<file path="config.mk">
export PLATFORM = sky130hd
export DESIGN_NAME = pci_rr_arbiter_flat
export DESIGN_NICKNAME = d
export VERILOG_FILES = /design/src/rtl/pci_rr_arbiter_if.sv /design/src/rtl/pci_rr_arbiter.sv /design/src/flat_wrapper.sv
export SDC_FILE = /design/constraint.sdc
export NUM_CORES = 1
export LEC_CHECK = 0
export ABC_AREA = 1
export BUFFER_PORTS_ARGS = -buffer_cell sky130_fd_sc_hd__buf_2
export CAP_MARGIN = 15
export CELL_PAD_IN_SITES_DETAIL_PLACEMENT = 1
export CELL_PAD_IN_SITES_GLOBAL_PLACEMENT = 1
export CORE_MARGIN = 4
export CORE_UTILIZATION = 35
export CTS_BUF_LIST = sky130_fd_sc_hd__clkbuf_8
export CTS_CLUSTER_SIZE = 10
export DETAILED_ROUTE_END_ITERATION = 12
export PLACE_DENSITY_LB_ADDON = 0.1
export RECOVER_POWER = 50
export SLEW_MARGIN = 25
export SYNTH_ARGS = -nofsm -noshare
export SYNTH_HDL_FRONTEND = slang
export SYNTH_SLANG_ARGS = --single-unit
</file>
<file path="constraint.sdc">
create_clock -name CLK -period 2.01 [get_ports CLK]
set_clock_uncertainty 0.05 [all_clocks]
set_input_delay 0.402 -clock CLK [delete_from_list [all_inputs] [get_ports CLK]]
set_output_delay 0.402 -clock CLK [all_outputs]
set_load 0.02 [all_outputs]
</file>
<file path="src/rtl/pci_rr_arbiter_if.sv">
// PCI arbitration signal bundle: REQ#/FRAME#/IRDY# in, grant index/enable and busy out.
// The arbiter uses the master modport; the bus-side model uses slave.
interface pci_rr_arbiter_if;
    logic [3:0] REQ_N;
    logic       FRAME_N;
    logic       IRDY_N;
    logic [1:0] GNT_IDX;
    logic       GNT_EN;
    logic       BUS_BUSY;

    modport master (
        input  REQ_N,
        input  FRAME_N,
        input  IRDY_N,
        output GNT_IDX,
        output GNT_EN,
        output BUS_BUSY
    );

    modport slave (
        output REQ_N,
        output FRAME_N,
        output IRDY_N,
        input  GNT_IDX,
        input  GNT_EN,
        input  BUS_BUSY
    );
endinterface

</file>
<file path="src/rtl/pci_rr_arbiter.sv">
// Four-master round-robin PCI arbiter with unused-grant timeout; grant visible 1 clock after request.
// Optional bus parking on PARK_IDX when idle is enabled by defining BUS_PARKING_EN.
module pci_rr_arbiter #(
    parameter int         TIMEOUT  = 16,
    parameter logic [1:0] PARK_IDX = 2'd0
) (
    input  logic                  CLK,
    input  logic                  RST,
    pci_rr_arbiter_if.master      io_bus
);

`ifdef BUS_PARKING_EN
    localparam bit P_PARK_EN = 1'b1;
`else
    localparam bit P_PARK_EN = 1'b0;
`endif

    localparam logic [7:0] P_TMO = 8'(TIMEOUT);

    typedef enum logic [1:0] {
        ST_IDLE  = 2'd0,
        ST_GRANT = 2'd1,
        ST_BUSY  = 2'd2,
        ST_PARK  = 2'd3
    } state_t;

    state_t     r_state;
    logic [1:0] r_gnt_idx;
    logic       r_gnt_en;
    logic       r_bus_busy;
    logic [1:0] r_last_owner;
    logic [7:0] r_timer;

    state_t     w_state_nxt;
    logic [1:0] w_gnt_idx_nxt;
    logic       w_gnt_en_nxt;
    logic       w_bus_busy_nxt;
    logic [1:0] w_last_owner_nxt;
    logic [7:0] w_timer_nxt;

    logic       w_bus_idle;
    logic       w_any_req;
    logic [1:0] w_winner;
    logic [1:0] w_cand;
    logic       w_owner_req;

    assign w_bus_idle  = io_bus.FRAME_N & io_bus.IRDY_N;
    assign w_owner_req = ~io_bus.REQ_N[r_gnt_idx];

    // Search starts just after the previous owner so every requester is reached within four grants.
    always_comb begin
        w_winner  = r_last_owner;
        w_any_req = 1'b0;
        w_cand    = r_last_owner;
        for (int k = 1; k <= 4; k++) begin
            w_cand = r_last_owner + 2'(k);
            if (!w_any_req && !io_bus.REQ_N[w_cand]) begin
                w_winner  = w_cand;
                w_any_req = 1'b1;
            end
        end
    end

    always_comb begin
        w_state_nxt      = r_state;
        w_gnt_idx_nxt    = r_gnt_idx;
        w_gnt_en_nxt     = r_gnt_en;
        w_bus_busy_nxt   = r_bus_busy;
        w_last_owner_nxt = r_last_owner;
        w_timer_nxt      = r_timer;

        case (r_state)
            ST_IDLE: begin
                w_gnt_en_nxt = 1'b0;
                if (w_any_req && w_bus_idle) begin
                    w_gnt_idx_nxt = w_winner;
                    w_gnt_en_nxt  = 1'b1;
                    w_timer_nxt   = P_TMO;
                    w_state_nxt   = ST_GRANT;
                end else if (P_PARK_EN && !w_any_req && w_bus_idle) begin
                    w_gnt_idx_nxt = PARK_IDX;
                    w_gnt_en_nxt  = 1'b1;
                    w_state_nxt   = ST_PARK;
                end
            end

            ST_PARK: begin
                if (!io_bus.FRAME_N) begin
                    w_bus_busy_nxt = 1'b1;
                    w_state_nxt    = ST_BUSY;
                end else if (w_any_req) begin
                    if (w_winner == PARK_IDX) begin
                        w_timer_nxt = P_TMO;
                        w_state_nxt = ST_GRANT;
                    end else begin
                        // Drop park first so the new grant still gets its turnaround clock.
                        w_gnt_en_nxt = 1'b0;
                        w_state_nxt  = ST_IDLE;
                    end
                end
            end

            ST_GRANT: begin
                if (!io_bus.FRAME_N) begin
                    w_bus_busy_nxt = 1'b1;
                    w_state_nxt    = ST_BUSY;
                end else if (!w_owner_req) begin
                    w_gnt_en_nxt = 1'b0;
                    w_state_nxt  = ST_IDLE;
                end else begin
                    w_timer_nxt = r_timer - 8'd1;
                    if (r_timer <= 8'd1) begin
                        w_gnt_en_nxt     = 1'b0;
                        w_last_owner_nxt = r_gnt_idx;
                        w_state_nxt      = ST_IDLE;
                    end
                end
            end

            ST_BUSY: begin
                if (w_bus_idle) begin
                    w_bus_busy_nxt   = 1'b0;
                    w_gnt_en_nxt     = 1'b0;
                    w_last_owner_nxt = r_gnt_idx;
                    w_state_nxt      = ST_IDLE;
                end else begin
                    w_gnt_en_nxt = r_gnt_en & w_owner_req;
                end
            end

            default: begin
                w_gnt_en_nxt   = 1'b0;
                w_bus_busy_nxt = 1'b0;
                w_state_nxt    = ST_IDLE;
            end
        endcase
    end

    always_ff @(posedge CLK) begin
        if (RST) begin
            r_state      <= ST_IDLE;
            r_gnt_idx    <= 2'd0;
            r_gnt_en     <= 1'b0;
            r_bus_busy   <= 1'b0;
            r_last_owner <= 2'd3;
            r_timer      <= 8'd0;
        end else begin
            r_state      <= w_state_nxt;
            r_gnt_idx    <= w_gnt_idx_nxt;
            r_gnt_en     <= w_gnt_en_nxt;
            r_bus_busy   <= w_bus_busy_nxt;
            r_last_owner <= w_last_owner_nxt;
            r_timer      <= w_timer_nxt;
        end
    end

    assign io_bus.GNT_IDX  = r_gnt_idx;
    assign io_bus.GNT_EN   = r_gnt_en;
    assign io_bus.BUS_BUSY = r_bus_busy;

endmodule

</file>
<file path="src/flat_wrapper.sv">
// flat-port wrapper written by rule: the top's interface ports become plain ports
module pci_rr_arbiter_flat 
#(
    parameter int         TIMEOUT  = 16,
    parameter logic [1:0] PARK_IDX = 2'd0
)
  (CLK, RST, io_bus_REQ_N, io_bus_FRAME_N, io_bus_IRDY_N, io_bus_GNT_IDX, io_bus_GNT_EN, io_bus_BUS_BUSY);
  pci_rr_arbiter_if io_bus_i ();
  input  logic CLK;
  input  logic RST;
  input wire logic [$bits(io_bus_i.REQ_N)-1:0] io_bus_REQ_N;
  input wire logic [$bits(io_bus_i.FRAME_N)-1:0] io_bus_FRAME_N;
  input wire logic [$bits(io_bus_i.IRDY_N)-1:0] io_bus_IRDY_N;
  output wire logic [$bits(io_bus_i.GNT_IDX)-1:0] io_bus_GNT_IDX;
  output wire logic [$bits(io_bus_i.GNT_EN)-1:0] io_bus_GNT_EN;
  output wire logic [$bits(io_bus_i.BUS_BUSY)-1:0] io_bus_BUS_BUSY;
  assign io_bus_i.REQ_N = io_bus_REQ_N;
  assign io_bus_i.FRAME_N = io_bus_FRAME_N;
  assign io_bus_i.IRDY_N = io_bus_IRDY_N;
  assign io_bus_GNT_IDX = io_bus_i.GNT_IDX;
  assign io_bus_GNT_EN = io_bus_i.GNT_EN;
  assign io_bus_BUS_BUSY = io_bus_i.BUS_BUSY;
  pci_rr_arbiter #(.TIMEOUT(TIMEOUT), .PARK_IDX(PARK_IDX)) u_core (.CLK(CLK), .RST(RST), .io_bus(io_bus_i));
endmodule
</file>
## Yosys cells after proc, flatten, opt, wreduce, memory -nomap -nowiden

Index checks and enable logic that the tools add are counted.
Widths: inputs -> output; s select.

| cells by class | value |
|---|---|
| add/subtract/negate cells | 4 |
| order comparisons | 6 |
| equality and inequality tests | 16 |
| mux-type cells | 51 |
| bitwise logic cells | 3 |
| reduce and logical (&&, ||, !) cells | 21 |

Operator list:

| operator | count |
|---|---|
| $mux 8 | 6 |
| $mux 2 | 15 |
| $pmux 8 s3 | 1 |
| $mux 1 | 20 |
| $lt 2x3->1 const B | 5 |
| $bmux 1 s2 | 5 |
| $ne 2x1->1 const B | 5 |
| $ne 2x2->1 const B | 5 |
| $reduce_and 5->1 | 2 |
| $le 8x1->1 const B | 1 |
| $pmux 2 s4 | 1 |
| $sub 8x1->8 const B | 1 |
| $reduce_and 7->1 | 1 |
| $logic_not 1->1 | 5 |
| $add 2x2->2 const B | 2 |
| $eq 2x2->1 const B | 2 |
| $logic_and 1x1->1 | 4 |
| $logic_not 2->1 | 2 |
| $ne 4x2->1 const B | 1 |
| $pmux 1 s4 | 1 |
| $pmux 2 s2 | 1 |
| $reduce_and 4->1 | 1 |
| $reduce_bool 2->1 | 2 |
| $ne 3x1->1 const B | 1 |
| 10 further kinds | 11 |

| storage, ports and cells | value |
|---|---|
| register bits after elaboration | 16 |
| input port bits | 8 |
| output and inout port bits | 4 |
| word-level logic and storage cells | 107 |

## Logic depth before layout (Yosys ltp)

Gate-level depths: netlist of the first run.

| depth | value |
|---|---|
| depth in word-level cells | 17 |
| gate-level depth with buffers | 17 |
| mapped depth without buffers | 16 |

## Worst setup path after synthesis of the first run

OpenSTA, ideal clock, no wires.

| path | value |
|---|---|
| kind | reg2reg |
| from | register u_core.r_state[1] |
| to | register u_core.r_timer[5] |
| library setup time | 0.115 ns |
| data arrival time | 1.584 ns |
| required time | 1.845 ns |
| setup slack | 0.261 ns |
| stages on the path, launching flop included | 13 |
| path buffers | 2 |
| clock period less this slack | 1.749 ns |
| cell sequence | dfxtp_1 -> inv_1 -> ha_1 -> clkbuf_1 -> nor2_1 -> nor2_1 -> inv_1 -> o211ai_1 -> nor2_2 -> buf_6 -> nand3_1 -> nand2_1 -> nor2_1 |

| on the way | value |
|---|---|
| longest elaborated chain between the ends | 3 |
| elaborated cells between the ends (all ways) | 12 |
| classes of those cells | 8 x eq/ne; 1 x mux; 3 x reduce/logical |

Ends and longest elaborated chain:

| what | RTL line | RTL |
|---|---|---|
| from (decl) | pci_rr_arbiter.sv:27 | `state_t r_state;` |
| from (signal assigned) | pci_rr_arbiter.sv:148 | `r_state <= w_state_nxt;` |
| $eq 2x1->1, or another cell as far along | pci_rr_arbiter.sv:72 | `case (r_state)` |
| $ne 2x2->1 (no source line), or another cell as far along | -- |  |
| $reduce_and 7->1 (no source line) | -- |  |
| to (signal assigned) | pci_rr_arbiter.sv:153 | `r_timer <= w_timer_nxt;` |
| to (decl) | pci_rr_arbiter.sv:32 | `logic [7:0] r_timer;` |

Parallel ways exist; a longest one is shown, timed or not.
A chain may end at the register's enable or synchronous reset.

## Final worst setup path of the first run

| path | value |
|---|---|
| from | register u_core.r_last_owner[0] |
| to | register u_core.r_timer[6] |

| on the way | value |
|---|---|
| longest elaborated chain between the ends | 15 |
| elaborated cells between the ends (all ways) | 33 |
| classes of those cells | 3 x add/sub; 3 x eq/ne; 16 x mux; 11 x reduce/logical |

Ends and longest elaborated chain:

| what | RTL line | RTL |
|---|---|---|
| from (decl) | pci_rr_arbiter.sv:31 | `logic [1:0] r_last_owner;` |
| from (signal assigned) | pci_rr_arbiter.sv:152 | `r_last_owner <= w_last_owner_nxt;` |
| $add 2x2->2 | pci_rr_arbiter.sv:56 | `w_cand = r_last_owner + 2'(k);` |
| $bmux 1 s2 | pci_rr_arbiter.sv:57 | `if (!w_any_req && !io_bus.REQ_N[w_cand]) begin` |
| $mux 1 (implied by the code) | pci_rr_arbiter.sv:57 |  |
| $logic_not 1->1 | pci_rr_arbiter.sv:57 |  |
| $logic_and 1x1->1 | pci_rr_arbiter.sv:57 |  |
| $mux 1 | pci_rr_arbiter.sv:57 |  |
| $logic_not 1->1 | pci_rr_arbiter.sv:57 |  |
| $logic_and 1x1->1 | pci_rr_arbiter.sv:57 |  |
| $mux 1 | pci_rr_arbiter.sv:57 |  |
| $logic_not 1->1 | pci_rr_arbiter.sv:57 |  |
| $logic_and 1x1->1 | pci_rr_arbiter.sv:57 |  |
| $mux 2 / $mux 1 (equally long branches) | pci_rr_arbiter.sv:57 |  |
| $logic_not 2->1 / $logic_and 1x1->1 (equally long branches) | pci_rr_arbiter.sv:92, pci_rr_arbiter.sv:75 |  |
| $ne 2x1->1 (no source line) | -- |  |
| $reduce_and 7->1 (no source line) (*) | -- |  |

Every way passes the cells marked *; elsewhere a longest branch is shown, timed or not. The select of a mux whose other input is x is not followed.

==> results.py, run 1 <==
metrics = {
    "yosys": {
        "synth.distinct_cells": 24,
        "ys_async_sr_fraction": 0,
        "ys_seq_area_frac": 0.242,
        "synth_warnings": 0,
        "synth_area_leaders": "dfxtp_1 24%, nand2_1 16%, nand3_1 9.4%, a21oi_1 7.5%, inv_1 6.2%",
        "synth_edf_count": 0,
        "synth_cells": 216,
        "synth_top_cell_by_area": "dfxtp_1",
        "avgSynthCellArea_um2": 6.14,
        "synthesis.area_um2": 1330,
        "yosysMostFrequentCell": "nand2_1",
        "synthFlopType": "dfxtp_1",
        "netlist.area_leader.share": 0.242,
        "synth.ff_latch_count": 16,
        "synthTopCellsByCount": "57 x nand2_1, 25 x nand3_1, 22 x inv_1, 20 x a21oi_1, 20 x nor2_1",
        "synthesis.nets": 230,
    },
    "power": {
        "comb_power_share": 0.620,
        "power_density_nw_per_um2": 1260,
        "p_total_mw": 1.95,
        "worst_ir_drop_vdd_mv": 0.439,
        "p_seq_frac": 0.255,
        "switching_share": 0.504,
        "p_clk_frac": 0.125,
        "power.leakage_nw": 0.749,
        "switching_power_uw": 984,
        "intPower_uw": 970,
    },
    "sta": {
        "worst_pin_slew_ns": 0.333,
        "relSlewSlack": 0.776,
        "rsz0062_at_grt": "true",
        "post-route-min-period_ns": 1.86,
        "fmax_mhz": 538,
        "slew_violations": 0,
        "min_period_over_period": 0.924,
        "hold_viol_final": 0,
        "finalSetupViolCount": 0,
    },
    "route": {
        "finalWirelength_um": 4090,
        "post-route-drc-count": 0,
        "viasPerCell": 5.17,
        "first_pass_iters": 4,
        "drt_iter0_markers": 64,
        "vias": 1468,
        "final_antenna_net_count": 0,
        "wire_per_inst_um": 14.4,
    },
    "grt": {
        "grt_overflow": 0,
        "grt_antenna_before_repair": 0,
        "grt_pass1_wl_um": 6870,
        "grt_max_degree": 15,
        "grt_pass1_vias": 1509,
        "track_usage": 0.170,
    },
    "status": {
        "status": "finished clean",
    },
    "flow_run": {
        "maxCapViolations": 0,
    },
    "critical_path": {
        "critPathMaxFanout": 9,
        "cp-start-kind": "flip-flop",
        "critPathArrivalTime_ns": 1.95,
        "crit_type": "flip-flop to flip-flop",
        "worstSetupEndpointType": "flip-flop",
        "cp.required_ns": 2.10,
    },
    "clock_network": {
        "path_clk_slew_ns": 0.07,
        "clock-sinks": 16,
        "cts_made_buffers": 3,
        "htree_levels": 1,
        "clock_latency_ns": 0.25,
        "clockBufferDepth": 2,
        "cts_tree": "yes",
        "root_buffer": "clkbuf_8",
    },
    "placement": {
        "dp_cells": 274,
        "io_buffers": 11,
        "hpwl_um": 3190,
        "gp_congestion": 0.819,
    },
    "layout": {
        "layout-drive-gt1-share": 0.195,
        "fill_cells": 515,
        "n_antenna_cell": 0,
        "finalNonFillerCells": 284,
        "syn_to_final_growth_pct": 16.5,
        "nets": 252,
    },
    "floorplanning": {
        "rows": 22,
        "initial_utilization": 0.362,
        "dieArea_um2": 4840,
        "io_pins": 12,
        "die-height_um": 69.6,
        "die_w_um": 69.6,
        "core_area_um2": 3660,
    },
    "worst_hold_path": {
        "min_path_type": "primary input to flip-flop",
    },
}
## power by group through the flow
stage                     clock [mW]  sequential [mW]  combinational, mW
after floorplan                    0            0.480              0.875
after global placement             0            0.489               1.10
after detailed placement           0            0.497               1.15
after CTS                      0.247            0.491               1.16
after global routing           0.265            0.511               1.38
final                          0.244            0.498               1.21
## cell families (layout without fill, tap and decap cells)
| kind of cell | after synthesis | in the layout | share of synthesized area |
|---|---|---|---|
| DFF | 16 | 16 | 0.242 |
| buffers and inverters | 31 | 51 | 0.108 |
| AOI/OAI and AO/OA | 38 | 38 | 0.151 |
| and+or+nand+nor | 125 | 125 | 0.442 |
| adders and majority gates | 6 | 6 | 0.0566 |
## cell type report
class | instances | area, um^2 | area share
Timing Repair Buffer | 21 | 141 | 0.0915
Tap cell | 48 | 60.1 | 0.0389
Inverter | 27 | 106 | 0.0688
Multi-Input combinational cell | 169 | 870 | 0.563
Clock buffer | 3 | 41.3 | 0.0267
Sequential cell | 16 | 327 | 0.211
## what timing repair did
| action | 4_1_cts | 5_1_grt |
|---|---|---|
| setup buffers | 0 | 7 |
| endpoints found under the setup margin | 4 | 9 |
| cloned | 0 | 0 |
| hold buffers | 0 | 0 |
| pin swaps | 0 | 2 |
| gates resized for setup | 1 | 8 |
## cells in the final DEF (no fill, tap or decap), types with 4 or more instances in the layout
master and count:
dfxtp_1 13, nor2_1 20, ha_1 6, inv_1 22, nand2_1 56, clkbuf_1 4, buf_2 7, nand3_2 4
nand3_1 25, buf_4 8, nand2_2 8, o21ai_0 14, a21oi_1 20
## layer usage
layer	share of wire	GRT usage	vias to the layer above
met5	0	0	-
met3	0.027	0.0435	2
li1	-	-	747
met4	0.0042	0.0195	0
met1	0.48	0.213	706
met2	0.49	0.300	13
## state kept, by name, indices dropped and copies added (netlist names)
register	cells
u_core.r_state	2
u_core.r_timer	8
u_core.io_bus.GNT_EN	1
u_core.io_bus.GNT_IDX	2
u_core.io_bus.BUS_BUSY	1
u_core.r_last_owner	2
## worst max-delay path, cell delays in order (launching register included)
cell and delay (ns):
dfxtp_4 0.38, inv_6 0.09, nand2_1 0.08, nand2_2 0.09, nor2_1 0.05, o21ai_0 0.22, nand2_1 0.10, nand2_1 0.09
nand2_1 0.06, nand3_2 0.10, nand2_4 0.09, buf_6 0.14, a21oi_1 0.15, nor2_1 0.06
## worst paths after layout
check                              start                 to  slack, ns  cells after the start
hold / removal                       RST  u_core.r_timer[3]       0.40                      2
setup / recovery  u_core.r_last_owner[0]  u_core.r_timer[6]       0.15                     13
hold reg to reg        u_core.r_state[1]  u_core.r_state[1]       0.45                      2
setup reg to reg  u_core.r_last_owner[0]  u_core.r_timer[6]       0.15                     13
## through the flow
stage / utilization / area [um^2] / worst slack (ns) / setup TNS (ns) / hold WS (ns)
finish: 0.422 / 1550 / 0.153 / 0 / 0.405
global route: 0.422 / 1550 / -0.00457 / -0.00493 / 0.413
CTS: 0.405 / 1480 / 0.0457 / 0 / 0.405
detailed placement: 0.393 / 1440 / -0.0605 / -0.105 / 0.446
global placement: 0.393 / 1440 / 0.0621 / 0 / 0.446
floorplan: - / 1330 / 0.261 / 0 / 0.410
(Power assumes the default switching activity.)
==> inputs of run 2 (changes only) <==
- CORE_MARGIN: 4 -> 1
==> results.py, run 2 (synthesis results as in run 1) <==
metrics = {
    "status": {
        "status": "finished clean",
    },
    "critical_path": {
        "crit_type": "flip-flop to flip-flop",
        "cp_slowest_cell": "dfxtp_1",
        "cp.required_ns": 2.15,
        "worstSetupEndpointType": "flip-flop",
        "cpPeakStageDelay_ns": 0.38,
        "critPathMaxFanout": 14,
        "cpMostUsedCell": "nor2_1",
        "cp-start-kind": "flip-flop",
        "critPathArrivalTime_ns": 1.95,
        "path_cells": "inv_1, ha_1, nor2_1, nor2_1, inv_1, o211ai_1, nor2_2, buf_12, nand2_2, nand2_1, nand2_1, nor2_1",
    },
    "clock_network": {
        "clock_latency_ns": 0.25,
        "clockBufferDepth": 2,
        "htree_levels": 1,
        "cts_tree": "yes",
        "holdBufCountCts": 0,
        "path_clk_slew_ns": 0.07,
        "clock-sinks": 16,
        "cts_made_buffers": 3,
        "root_buffer": "clkbuf_8",
        "post-cts-setup-buffer-count": 0,
    },
    "route": {
        "vias": 1421,
        "post-route-drc-count": 0,
        "first_pass_iters": 4,
        "viasPerCell": 5.13,
        "wire_per_inst_um": 13.9,
        "drt_iter0_markers": 85,
        "final_antenna_net_count": 0,
        "finalWirelength_um": 3840,
    },
    "grt": {
        "grt_max_degree": 15,
        "grt_pass1_wl_um": 6690,
        "grt_antenna_before_repair": 0,
        "grt_pass1_vias": 1434,
        "grt_overflow": 0,
        "track_usage": 0.210,
    },
    "sta": {
        "fin_ws_ns": 0.197,
        "min_period_over_period": 0.902,
        "relSlewSlack": 0.795,
        "post-route-min-period_ns": 1.81,
        "worst_pin_slew_ns": 0.306,
        "slew_violations": 0,
        "fmax_mhz": 552,
        "rsz0062_at_grt": "false",
        "finalSetupViolCount": 0,
        "hold_viol_final": 0,
    },
    "power": {
        "power_density_nw_per_um2": 1300,
        "p_clk_frac": 0.145,
        "switching_power_mw": 1.01,
        "p_total_mw": 2.02,
        "comb_power_share": 0.610,
        "intPower_mw": 1.01,
        "power.leakage_nw": 0.731,
        "worst_ir_drop_vdd_mv": 0.548,
        "p_seq_frac": 0.245,
        "switching_share": 0.500,
    },
    "placement": {
        "gp_congestion": 0.839,
        "hpwl_um": 3000,
        "dp_cells": 273,
        "io_buffers": 11,
        "dp_slack_ns": -0.0301,
    },
    "layout": {
        "layout-drive-gt1-share": 0.190,
        "n_antenna_cell": 0,
        "largest_reg_flops": 8,
        "syn_to_final_growth_pct": 16.5,
        "nets": 246,
        "largest_register": "u_core.r_timer",
        "layout_common_cells": "55 x nand2_1, 25 x nand3_1, 22 x inv_1, 20 x nor2_1, 18 x a21oi_1",
        "finalNonFillerCells": 277,
        "final_common_cell": "nand2_1",
    },
    "floorplanning": {
        "dieArea_um2": 4040,
        "core_area_um2": 3470,
        "initial_utilization": 0.382,
        "rows": 21,
        "io_pins": 12,
        "die-height_um": 63.6,
        "die_w_um": 63.6,
    },
    "flow_run": {
        "maxCapViolations": 0,
    },
    "worst_hold_path": {
        "min_path_type": "primary input to flip-flop",
    },
}
run 2: cell types whose count changed in the layout (fill, tap and decap cells not counted), sizes merged:
cell | before | now
nand2 | 67 | 68
buf | 17 | 10
clkbuf | 7 | 8
run 2: worst paths after layout:
kind | endpoint | slack, ns | start | depth (start not counted)
worst max register to register | u_core.r_timer[1] | 0.20 | u_core.r_state[1] | 12
worst max-delay path | u_core.r_timer[1] | 0.20 | u_core.r_state[1] | 12
worst min register to register | u_core.r_state[1] | 0.47 | u_core.r_state[1] | 2
worst min-delay path | u_core.r_timer[3] | 0.41 | RST | 2
run 2: power by group through the flow:
stage	sequential [mW]	combinational [mW]	clock [mW]
finish	0.494	1.23	0.292
global route	0.511	1.40	0.324
CTS	0.479	1.17	0.302
detailed placement	0.486	1.15	0
global placement	0.482	1.10	0
floorplan	0.480	0.875	0
run 2: stage by stage:
| stage | area (um^2) | TNS, ns | hold slack (ns) | util |
|---|---|---|---|---|
| after floorplan | 1330 | 0 | 0.410 | - |
| after global placement | 1440 | 0 | 0.439 | 0.416 |
| after detailed placement | 1440 | -0.0801 | 0.463 | 0.416 |
| after CTS | 1510 | 0 | 0.417 | 0.434 |
| after global routing | 1550 | 0 | 0.413 | 0.446 |
| final | 1550 | 0 | 0.408 | 0.446 |
run 2: what timing repair did:
action,4_1_cts,5_1_grt
cloned,1,0
pin swaps,1,4
setup endpoints to repair,5,10
resized for setup,1,13
run 2: final cells by class:
class	instances	area [um^2]
sequential	16	325
inverter	27	109
multi-input combinational	170	913
timing repair buffer	14	85.1
tap	46	57.6
clock buffer	4	55.1
fill	512	1920
run 2: worst max-delay path, delay by kind of cell (launching register included):
family / cells / cell delay (ns)
adders and majority gates: 1 / 0.23
DFF: 1 / 0.38
AOI/OAI and AO/OA: 1 / 0.10
buffers and inverters: 3 / 0.30
and+or+nand+nor: 7 / 0.70
run 2: routing by layer:
layer,wire (um),up-vias,part of all wire,track usage
met4,18,0,0.0047,0.0426
met3,72,2,0.019,0.0272
met5,0,-,0,0
li1,-,735,-,-
met2,1820,14,0.47,0.344
met1,1930,670,0.50,0.290
==> inputs of run 3 (changes only) <==
- CELL_PAD_IN_SITES_DETAIL_PLACEMENT: 1 -> 0
- CELL_PAD_IN_SITES_GLOBAL_PLACEMENT: 1 -> 2
- CORE_UTILIZATION: 35 -> 33
- GPL_TIMING_DRIVEN: not set -> 0
==> results.py, run 3 (synthesis results as in run 1) <==
metrics = {
    "critical_path": {
        "r2r_slack_ns": 0.16,
        "cp-start-kind": "flip-flop",
        "critPathMaxFanout": 9,
        "r2r_start": "u_core.r_last_owner[0]",
        "worst_r2r_endpoint": "u_core.r_timer[1]",
        "crit_type": "flip-flop to flip-flop",
        "worstRegToRegCells": 17,
        "critPathArrivalTime_ns": 1.94,
        "cp.required_ns": 2.10,
        "worstSetupEndpointType": "flip-flop",
    },
    "grt": {
        "grt_use_met1": 0.233,
        "grt_overflow": 0,
        "top_usage_layer": "met2",
        "use_met2": 0.294,
        "grt_pass1_vias": 1318,
        "track_usage": 0.176,
        "grt_max_degree": 11,
        "grt_use_met3": 0.0260,
        "grt_antenna_before_repair": 0,
        "grt_pass1_wl_um": 5820,
    },
    "floorplanning": {
        "die_w_um": 65.4,
        "core_area_um2": 3740,
        "rows": 22,
        "io_pins": 12,
        "initial_utilization": 0.354,
        "dieArea_um2": 4280,
        "die-height_um": 65.4,
    },
    "layout": {
        "final_common_cell": "nand2_1",
        "largest_reg_flops": 8,
        "post-route-util": 0.422,
        "syn_to_final_growth_pct": 19.2,
        "layout_common_cells": "54 x nand2_1, 25 x nand3_1, 21 x inv_1, 19 x nor2_1, 18 x a21oi_1",
        "n_antenna_cell": 0,
        "largest_register": "u_core.r_timer",
        "layout-drive-gt1-share": 0.217,
        "stdcell_area_um2": 1580,
        "finalNonFillerCells": 283,
        "nets": 250,
    },
    "worst_hold_path": {
        "hold_end": "u_core.r_timer[3]",
        "hold_depth": 2,
        "min_path_type": "primary input to flip-flop",
        "hp-start": "RST",
    },
    "sta": {
        "hold_viol_final": 0,
        "slew_violations": 0,
        "min_period_over_period": 0.921,
        "worst_pin_slew_ns": 0.334,
        "finalSetupViolCount": 0,
        "relSlewSlack": 0.777,
        "fin_ws_ns": 0.160,
        "post-route-min-period_ns": 1.85,
        "fmax_mhz": 540,
    },
    "placement": {
        "io_buffers": 11,
        "gp_congestion": 0.859,
        "dp_slack_ns": -0.0477,
        "hpwl_um": 2520,
        "postPlaceCellArea_um2": 1440,
        "dp_cells": 275,
    },
    "clock_network": {
        "htree_levels": 1,
        "clockBufferDepth": 2,
        "cts_tree": "yes",
        "holdBufCountCts": 0,
        "root_buffer": "clkbuf_8",
        "path_clk_slew_ns": 0.07,
        "cts_made_buffers": 3,
        "clock_latency_ns": 0.25,
        "clock-sinks": 16,
    },
    "power": {
        "worst_ir_drop_vdd_mv": 0.483,
        "power_density_nw_per_um2": 1260,
        "p_total_mw": 1.98,
        "power.leakage_nw": 0.757,
    },
    "route": {
        "vias": 1395,
        "wire_per_inst_um": 11.9,
        "post-route-drc-count": 0,
        "finalWirelength_um": 3350,
        "viasPerCell": 4.93,
        "first_pass_iters": 5,
        "final_antenna_net_count": 0,
        "drt_iter0_markers": 62,
    },
    "status": {
        "status": "finished clean",
    },
    "flow_run": {
        "maxCapViolations": 0,
    },
}
[run 3: critical path, cell delays in order, from the launching register on]
cell and delay [ns]:
dfxtp_1 0.32, buf_6 0.14, inv_6 0.05, nand2_1 0.07
nand2_2 0.07, nand2_1 0.08, nand2_2 0.08, inv_2 0.09
nand3_2 0.09, nand2_1 0.07, nand2_1 0.05, inv_2 0.08
nand3_2 0.08, nand2_4 0.11, buf_4 0.12, nand3_1 0.06
nand2_1 0.08, nor2_1 0.04
[run 3: what timing repair did]
| item | in CTS | in global routing |
|---|---|---|
| buffers inserted | 0 | 4 |
| pin swaps | 1 | 2 |
| gates resized for setup | 0 | 14 |
| setup endpoints to repair | 7 | 10 |
| gates cloned | 0 | 1 |
[run 3: how the worst max path moves through the flow]
stage,start,end,cells after the start
after floorplan,u_core.r_state[1],u_core.r_timer[5],12
after global placement,u_core.r_state[1],u_core.r_timer[2],12
after detailed placement,u_core.r_state[1],u_core.r_timer[6],12
after CTS,u_core.r_state[1],u_core.r_timer[6],11
after global routing,u_core.r_last_owner[0],u_core.r_timer[5],15
final,u_core.r_last_owner[0],u_core.r_timer[1],17
[run 3: area by class of cell]
cell class | instances | area (um^2)
Buffer | 3 | 41.3
Sequential cell | 16 | 322
Timing Repair Buffer | 16 | 105
Inverter | 27 | 106
Tap cell | 48 | 60.1
Clock buffer | 4 | 55.1
Fill cell | 419 | 2160
Multi-Input combinational cell | 169 | 891
[run 3: report_power, final]
part           switching [mW]  internal, mW
sequential             0.0732         0.400
clock                   0.118         0.174
combinational           0.751         0.468
total                   0.942          1.04
[run 3: per-stage QoR]
stage               hold slack [ns]  setup TNS (ns)
floorplan                     0.410               0
global route                  0.394         -0.0408
finish                        0.380               0
global placement              0.433               0
detailed placement            0.443          -0.149
CTS                           0.387               0
[run 3: metal layers]
metal | wire (um) | vias to the layer above
met1 | 1700 | 622
li1 | - | 744
met3 | 97 | 2
met2 | 1530 | 27
met4 | 22 | 0
met5 | 0 | -
